[src/rtl/bist_pattern_gen_pkg.sv]
// Shared types and the Galois LFSR step for the BIST pattern generator.
package bist_pkg;

  typedef enum logic [1:0] {
    PRBS    = 2'd0,
    WALK1   = 2'd1,
    WALK0   = 2'd2,
    CHECKER = 2'd3
  } bist_mode_e;

  typedef enum logic [1:0] {
    IDLE = 2'd0,
    RUN  = 2'd1,
    DONE = 2'd2
  } bist_state_e;

  localparam int unsigned MAX_LFSR_WIDTH = 64;

  // One right-shifting Galois step; narrower LFSRs are zero-extended into it.
  function automatic logic [MAX_LFSR_WIDTH-1:0] galois_step(
    input logic [MAX_LFSR_WIDTH-1:0] n,
    input logic [MAX_LFSR_WIDTH-1:0] taps
  );
    galois_step = (n >> 1) ^ (n[0] ? taps : 64'd0);
  endfunction

endpackage

[src/rtl/bist_pattern_gen_lfsr.sv]
// Width-parameterised Galois LFSR with synchronous reload to SEED.
module lfsr_n
  import bist_pkg::*;
#(
  parameter int               WIDTH = 32,
  parameter logic [WIDTH-1:0] SEED  = WIDTH'(32'hdeadbeef),
  parameter logic [WIDTH-1:0] TAPS  = WIDTH'(32'h80200003)
) (
  input  logic             clk,
  input  logic             reset,
  input  logic             load,
  input  logic             en,
  output logic [WIDTH-1:0] n
);

  logic [WIDTH-1:0] n_q;
  logic [WIDTH-1:0] n_d;

  always_comb begin
    if (load) begin
      n_d = SEED;
    end else if (en) begin
      n_d = WIDTH'(galois_step(64'(n_q), 64'(TAPS)));
    end else begin
      n_d = n_q;
    end
  end

  always_ff @(posedge clk or posedge reset) begin
    if (reset) begin
      n_q <= SEED;
    end else begin
      n_q <= n_d;
    end
  end

  assign n = n_q;

endmodule

[src/rtl/bist_pattern_gen.sv]
// BIST link pattern generator: PRBS / walking-one / walking-zero / checkerboard
// runs of TEST_CASES patterns, then functional bypass of input_channels.
module bist_pattern_gen
  import bist_pkg::*;
#(
  parameter int                    TEST_CHANNELS = 70,
  parameter int                    LFSR_WIDTH    = 32,
  parameter logic [LFSR_WIDTH-1:0] SEED          = LFSR_WIDTH'(32'hdeadbeef),
  parameter logic [LFSR_WIDTH-1:0] TAPS          = LFSR_WIDTH'(32'h80200003),
  parameter int                    TEST_CASES    = 1000,
  parameter bit                    AUTO_START    = 1'b1,
  localparam int                   CW            = $clog2(TEST_CASES + 1)
) (
  input  logic                     clk,
  input  logic                     reset,
  input  logic                     start,
  input  logic [1:0]               mode,
  input  logic                     hold,
  input  logic [TEST_CHANNELS-1:0] input_channels,
  output logic                     busy,
  output logic                     ready,
  output logic [CW-1:0]            case_count,
  output logic [TEST_CHANNELS-1:0] output_channels
);

  localparam int PW = TEST_CHANNELS + LFSR_WIDTH;

  if (SEED == '0) begin : g_seed_chk
    $error("bist_pattern_gen: SEED must be nonzero");
  end
  if (TEST_CASES < 1) begin : g_cases_chk
    $error("bist_pattern_gen: TEST_CASES must be at least 1");
  end
  if (LFSR_WIDTH < 2 || LFSR_WIDTH > 64) begin : g_width_chk
    $error("bist_pattern_gen: LFSR_WIDTH must be within 2..64");
  end

  bist_state_e              state_q, state_d;
  bist_mode_e               mode_q, mode_d;
  logic [CW-1:0]            count_q, count_d;
  logic [TEST_CHANNELS-1:0] pattern_q, pattern_d;
  logic                     busy_q, busy_d;
  logic                     ready_q, ready_d;

  bist_mode_e               mode_in_s;
  logic                     start_s, last_s, advance_s;
  logic [LFSR_WIDTH-1:0]    lfsr_s, lfsr_next_s;
  logic [PW-1:0]            prbs_wide_s;
  logic [TEST_CHANNELS-1:0] checker_s, init_s, rotl_s;

  for (genvar i = 0; i < TEST_CHANNELS; i++) begin : g_checker
    assign checker_s[i] = ((i % 2) == 0) ? 1'b1 : 1'b0;
  end

  lfsr_n #(
    .WIDTH (LFSR_WIDTH),
    .SEED  (SEED),
    .TAPS  (TAPS)
  ) u_lfsr (
    .clk   (clk),
    .reset (reset),
    .load  (start_s),
    .en    (advance_s && (mode_q == PRBS)),
    .n     (lfsr_s)
  );

  // The new PRBS word is the LFSR value after this cycle's step.
  always_comb begin
    mode_in_s   = bist_mode_e'(mode);
    start_s     = start && ((state_q == IDLE) || (state_q == DONE));
    last_s      = (count_q == CW'(TEST_CASES));
    advance_s   = (state_q == RUN) && !hold && !last_s;
    lfsr_next_s = LFSR_WIDTH'(galois_step(64'(lfsr_s), 64'(TAPS)));
    prbs_wide_s = {pattern_q, {LFSR_WIDTH{1'b0}}} | PW'(lfsr_next_s);
    rotl_s      = (pattern_q << 1) | (pattern_q >> (TEST_CHANNELS - 1));
    case (mode_in_s)
      PRBS:    init_s = '0;
      WALK1:   init_s = TEST_CHANNELS'(1);
      WALK0:   init_s = ~TEST_CHANNELS'(1);
      CHECKER: init_s = checker_s;
      default: init_s = '0;
    endcase
  end

  always_comb begin
    state_d   = state_q;
    mode_d    = mode_q;
    count_d   = count_q;
    pattern_d = pattern_q;
    case (state_q)
      IDLE, DONE: begin
        if (start_s) begin
          state_d   = RUN;
          mode_d    = mode_in_s;
          count_d   = '0;
          pattern_d = init_s;
        end else begin
          state_d = state_q;
        end
      end
      RUN: begin
        if (last_s) begin
          state_d = DONE;
        end else if (advance_s) begin
          count_d = count_q + CW'(1);
          case (mode_q)
            PRBS:         pattern_d = prbs_wide_s[TEST_CHANNELS-1:0];
            WALK1, WALK0: pattern_d = rotl_s;
            CHECKER:      pattern_d = ~pattern_q;
            default:      pattern_d = pattern_q;
          endcase
        end else begin
          pattern_d = pattern_q;
        end
      end
      default: state_d = IDLE;
    endcase
    busy_d  = (state_d == RUN);
    ready_d = (state_d == DONE);
  end

  always_ff @(posedge clk or posedge reset) begin
    if (reset) begin
      state_q   <= AUTO_START ? RUN : IDLE;
      mode_q    <= PRBS;
      count_q   <= '0;
      pattern_q <= '0;
      busy_q    <= AUTO_START;
      ready_q   <= 1'b0;
    end else begin
      state_q   <= state_d;
      mode_q    <= mode_d;
      count_q   <= count_d;
      pattern_q <= pattern_d;
      busy_q    <= busy_d;
      ready_q   <= ready_d;
    end
  end

  // Link drive switches to functional traffic the moment the run is done.
  always_comb begin
    case (state_q)
      RUN:     output_channels = pattern_q;
      DONE:    output_channels = input_channels;
      default: output_channels = '0;
    endcase
  end

  assign busy       = busy_q;
  assign ready      = ready_q;
  assign case_count = count_q;

endmodule

[config.mk]
export PLATFORM = sky130hd
export DESIGN_NAME = bist_pattern_gen
export DESIGN_NICKNAME = d
export VERILOG_FILES = /design/src/rtl/bist_pattern_gen_pkg.sv /design/src/rtl/bist_pattern_gen_lfsr.sv /design/src/rtl/bist_pattern_gen.sv
export SDC_FILE = /design/constraint.sdc
export NUM_CORES = 1
export LEC_CHECK = 0
export BUFFER_PORTS_ARGS = -buffer_cell sky130_fd_sc_hd__buf_4
export CORE_MARGIN = 5
export CORE_UTILIZATION = 60
export CTS_CLUSTER_DIAMETER = 30
export CTS_CLUSTER_SIZE = 24
export DETAILED_ROUTE_END_ITERATION = 10
export GPL_TIMING_DRIVEN = 0
export PLACE_DENSITY = 0.86
export SLEW_MARGIN = 20
export SYNTH_ARGS = -nofsm -noshare
export SYNTH_HDL_FRONTEND = slang
export SYNTH_SLANG_ARGS = --single-unit
[constraint.sdc]
create_clock -name clk -period 10.2 [get_ports clk]
set_input_delay 1.02 -clock clk [delete_from_list [all_inputs] [get_ports clk]]
set_output_delay 1.02 -clock clk [all_outputs]
set_load 0.005 [all_outputs]
==> impl_results.md <==
* Commonest non-fill, non-tap cell in the layout: buf_4
* Commonest non-fill, non-tap cells in the layout: 158 x buf_4, 110 x nand2_1, 92 x dfrtp_1
* Final wirelength at 28170 um
* Combinational group share of total power at 55.9%
* Most used cell, CP: clkbuf_1
* Max cap viols at 0
* YS warnings at 0
* Gr ovfl total at 0
* Largest fanout on the critical path at 10
* Crit-path max cell delay at 630 ps
* Resized cells post-CTS at 0
* CP required at 9180 ps
* Post-Layout Cell Count at 1342
* Final period util at 38.99%
* Sequence of cells on the critical path: ha_1 > buf_2 > clkbuf_1 > clkbuf_1 > a22oi_1 > nor2b_1 > buf_4
* Outcome: finished, violations left
* Initial core utilization at 60.54%
* Element type at the critical path end: primary output
* First-pass GRT wire length at 44730 um
* Synth top area share at 28.94%
* LEAKAGE at 4.264 nW
* DR pass1 iterations at 11
* Setup TNS at 0 ps
* GP Congestion at 0.9765
* Die area at 15660 sq um
* VDD IR max at 0.2297 mV
* Switch share at 46.21%
* Core Area at 13140 sq um
* IO Count at 158
* Die height at 125.1 um
* Initial antenna violation count at 0
* Root buf cell: clkbuf_16
* Area delta synth->final at 26.02%
* CP max stage cell: clkbuf_1
* CTS clk-pin slew, worst paths at 60 ps
* Clk_lat worst skew at 430 ps
* Worst r2r src: state_q[0]
* Dpl cells at 1310
* Internal Power at 1.885 mW
* CP arrival at 2960 ps
* Row count at 42
* DRC viols at 1
* Max Freq at 251.5 MHz
* CP Launch Type: register
* Reg-to-reg setup timing slack at 7620 ps
* Reg2reg end: pattern_q[4]
* GRT Util Overall at 35.21%
* Sequential Power Share at 25.6%
* Die width at 125.1 um
* Tmin final at 3977 ps
* Iteration-0 DRC Markers at 1172
* Vias in the first global route at 8473
* Port Buffers at 157
* Sequential-to-total area share from yosys stat at 37.53%
* Failing checks: DRC
* Fin. max-slew vios at 0
* Via count at 8785
* Final count of hold timing violations at 0
* Post-DP HPWL at 19850 um
* Hold depth at 2
* Avg WL per Cell at 20.99 um
* Worst min path class: reg -> reg
* Area leader, netlist: dfrtp_1
* Largest net degree at the start of global routing at 84
* Unrepaired setup endpoints after global routing: false
* Total power at 3.505 mW
* NetSw at 1.620 mW
* Post-synth net total at 1061
* Area contributors post-synth: dfrtp_1 29%, a221o_1 8.8%, dfstp_2 8.6%
* Setup violators final at 0
* R2R cell count at 9
* Hold Path End: u_lfsr.n[12]
* Post-CTS Setup Inserts at 0
* PD cells at 349.7 nW/um^2
* Crit Path Class: reg -> out
* Slew @ Worst Pin at 938.0 ps
* Mapped Cells at 976
* Clock Skew at 8.693 ps
* NumNets Final at 1238
* Synth Register Bits at 118
* Syn Area/Cell at 8.149 sq um
* CTS tree: built
* DR vias/cell at 6.546
* Clock Tree Buf Depth at 2
* Synth unique cells at 41
* Clk pwr share at 18.6%
* Share of layout cells above drive strength 1 at 21.36%
* CTS H-tree lvls at 4
* Inserted Clock Buffers at 17
* Clock Sink Count at 118
* Number of antenna-violating nets in the routed design at 0
* Syn Std Cell Area at 7954 sq um
* N_diodes at 0
* Min-delay src: u_lfsr.n[12]
* Worst slew margin at 37.47%
* Hold buffers post-CTS at 0
==> kinds of logic (layout without fill, tap and decap cells) <==
logic type                 count (synthesis)  after routing  synth area share (%)
adders and majority gates                  9              9                 1.416
AOI/OAI and AO/OA                        399            399                 34.36
xor gates and xnor gates                   3              3                0.3304
DFF                                      118            118                 37.53
and+or+nand+nor                          261            261                 16.63
buffers and inverters                    186            376                 9.737
==> flip-flops by register name, indices dropped and copies added, names as in the netlist <==
name	flops
state_q	2
u_lfsr.n	32
pattern_q	70
case_count	10
ready	1
busy	1
mode_q	2
==> worst max-delay path, delay by kind of cell (launching register included) <==
family	cells	cell delay, ps
fa+ha+maj	1	130
compound gates	1	260
simple gates	1	160
buf+inv	4	1430
flops	1	540
==> cells in the mapped netlist <==
library cell  number
nand2_1          110
dfrtp_1           92
clkbuf_1          79
o21ai_0           79
inv_1             78
nor2b_1           75
a22oi_1           71
a31oi_1           71
a221o_1           70
o21ai_1           61
nand2b_1          30
dfstp_2           26
nand3_1           24
o31ai_1           15
a21oi_1           11
buf_1             10
buf_2             10
o21ai_2           10
ha_1               9
buf_6              8
nor2_1             6
and3_1             3
o31a_1             3
or3_1              3
xnor2_1            3
nor3_1             2
o211ai_1           2
o21a_1             2
a211o_1            1
and2_1             1
and3b_1            1
buf_4              1
nand3b_1           1
nand4b_1           1
nor4_1             1
nor4_2             1
o21ba_1            1
o31ai_2            1
o41a_1             1
or2_1              1
or2_2              1
==> worst max path at each step <==
stage	from	to	cells after the start
finish	state_q[0]	output_channels[25]	7
global route	state_q[1]	output_channels[25]	8
CTS	state_q[0]	output_channels[54]	7
detailed placement	state_q[0]	output_channels[54]	7
global placement	reset	pattern_q[42]	2
floorplan	reset	case_count[0]	1
==> metal layers <==
layer	GRT usage (%)	vias to the layer above	part of all wire, %
met5	0	-	0
met4	13.01	0	3.2
met3	10.62	81	12
met2	55.87	613	47
met1	45.86	4200	39
li1	-	3891	-
==> power by group through the flow <==
stage / sequential, mW / combinational, mW / clock, mW
after CTS: 0.881 / 1.90 / 0.646
after global routing: 0.914 / 2.11 / 0.670
after detailed placement: 0.886 / 1.86 / 0
final: 0.896 / 1.96 / 0.651
after global placement: 0.880 / 1.83 / 0
after floorplan: 0.813 / 1.33 / 0
==> metrics by stage <==
step / hold slack, ps / setup slack (ps) / util [%] / cell area (sq um)
3_5_place_dp: 485.6 / 6764 / 71.44 / 9385
2_1_floorplan: 468.4 / 6094 / - / 7954
4_1_cts: 494.3 / 6292 / 76.30 / 10020
5_1_grt: 515.3 / 6087 / 76.30 / 10020
6_report: 491.4 / 6223 / 76.30 / 10020
3_3_place_gp: 478.3 / 4737 / 71.19 / 9353
==> area by class of cell <==
type / count / area (sq um)
clock inverter: 14 / 198.9
multi-input combinational: 672 / 4194
inverter: 78 / 297.8
tap: 176 / 220.2
clock buffer: 18 / 439.2
timing repair buffer: 158 / 1206
fill: 973 / 3114
buffer: 108 / 481.7
sequential: 118 / 2985
(Power assumes the default switching activity.)
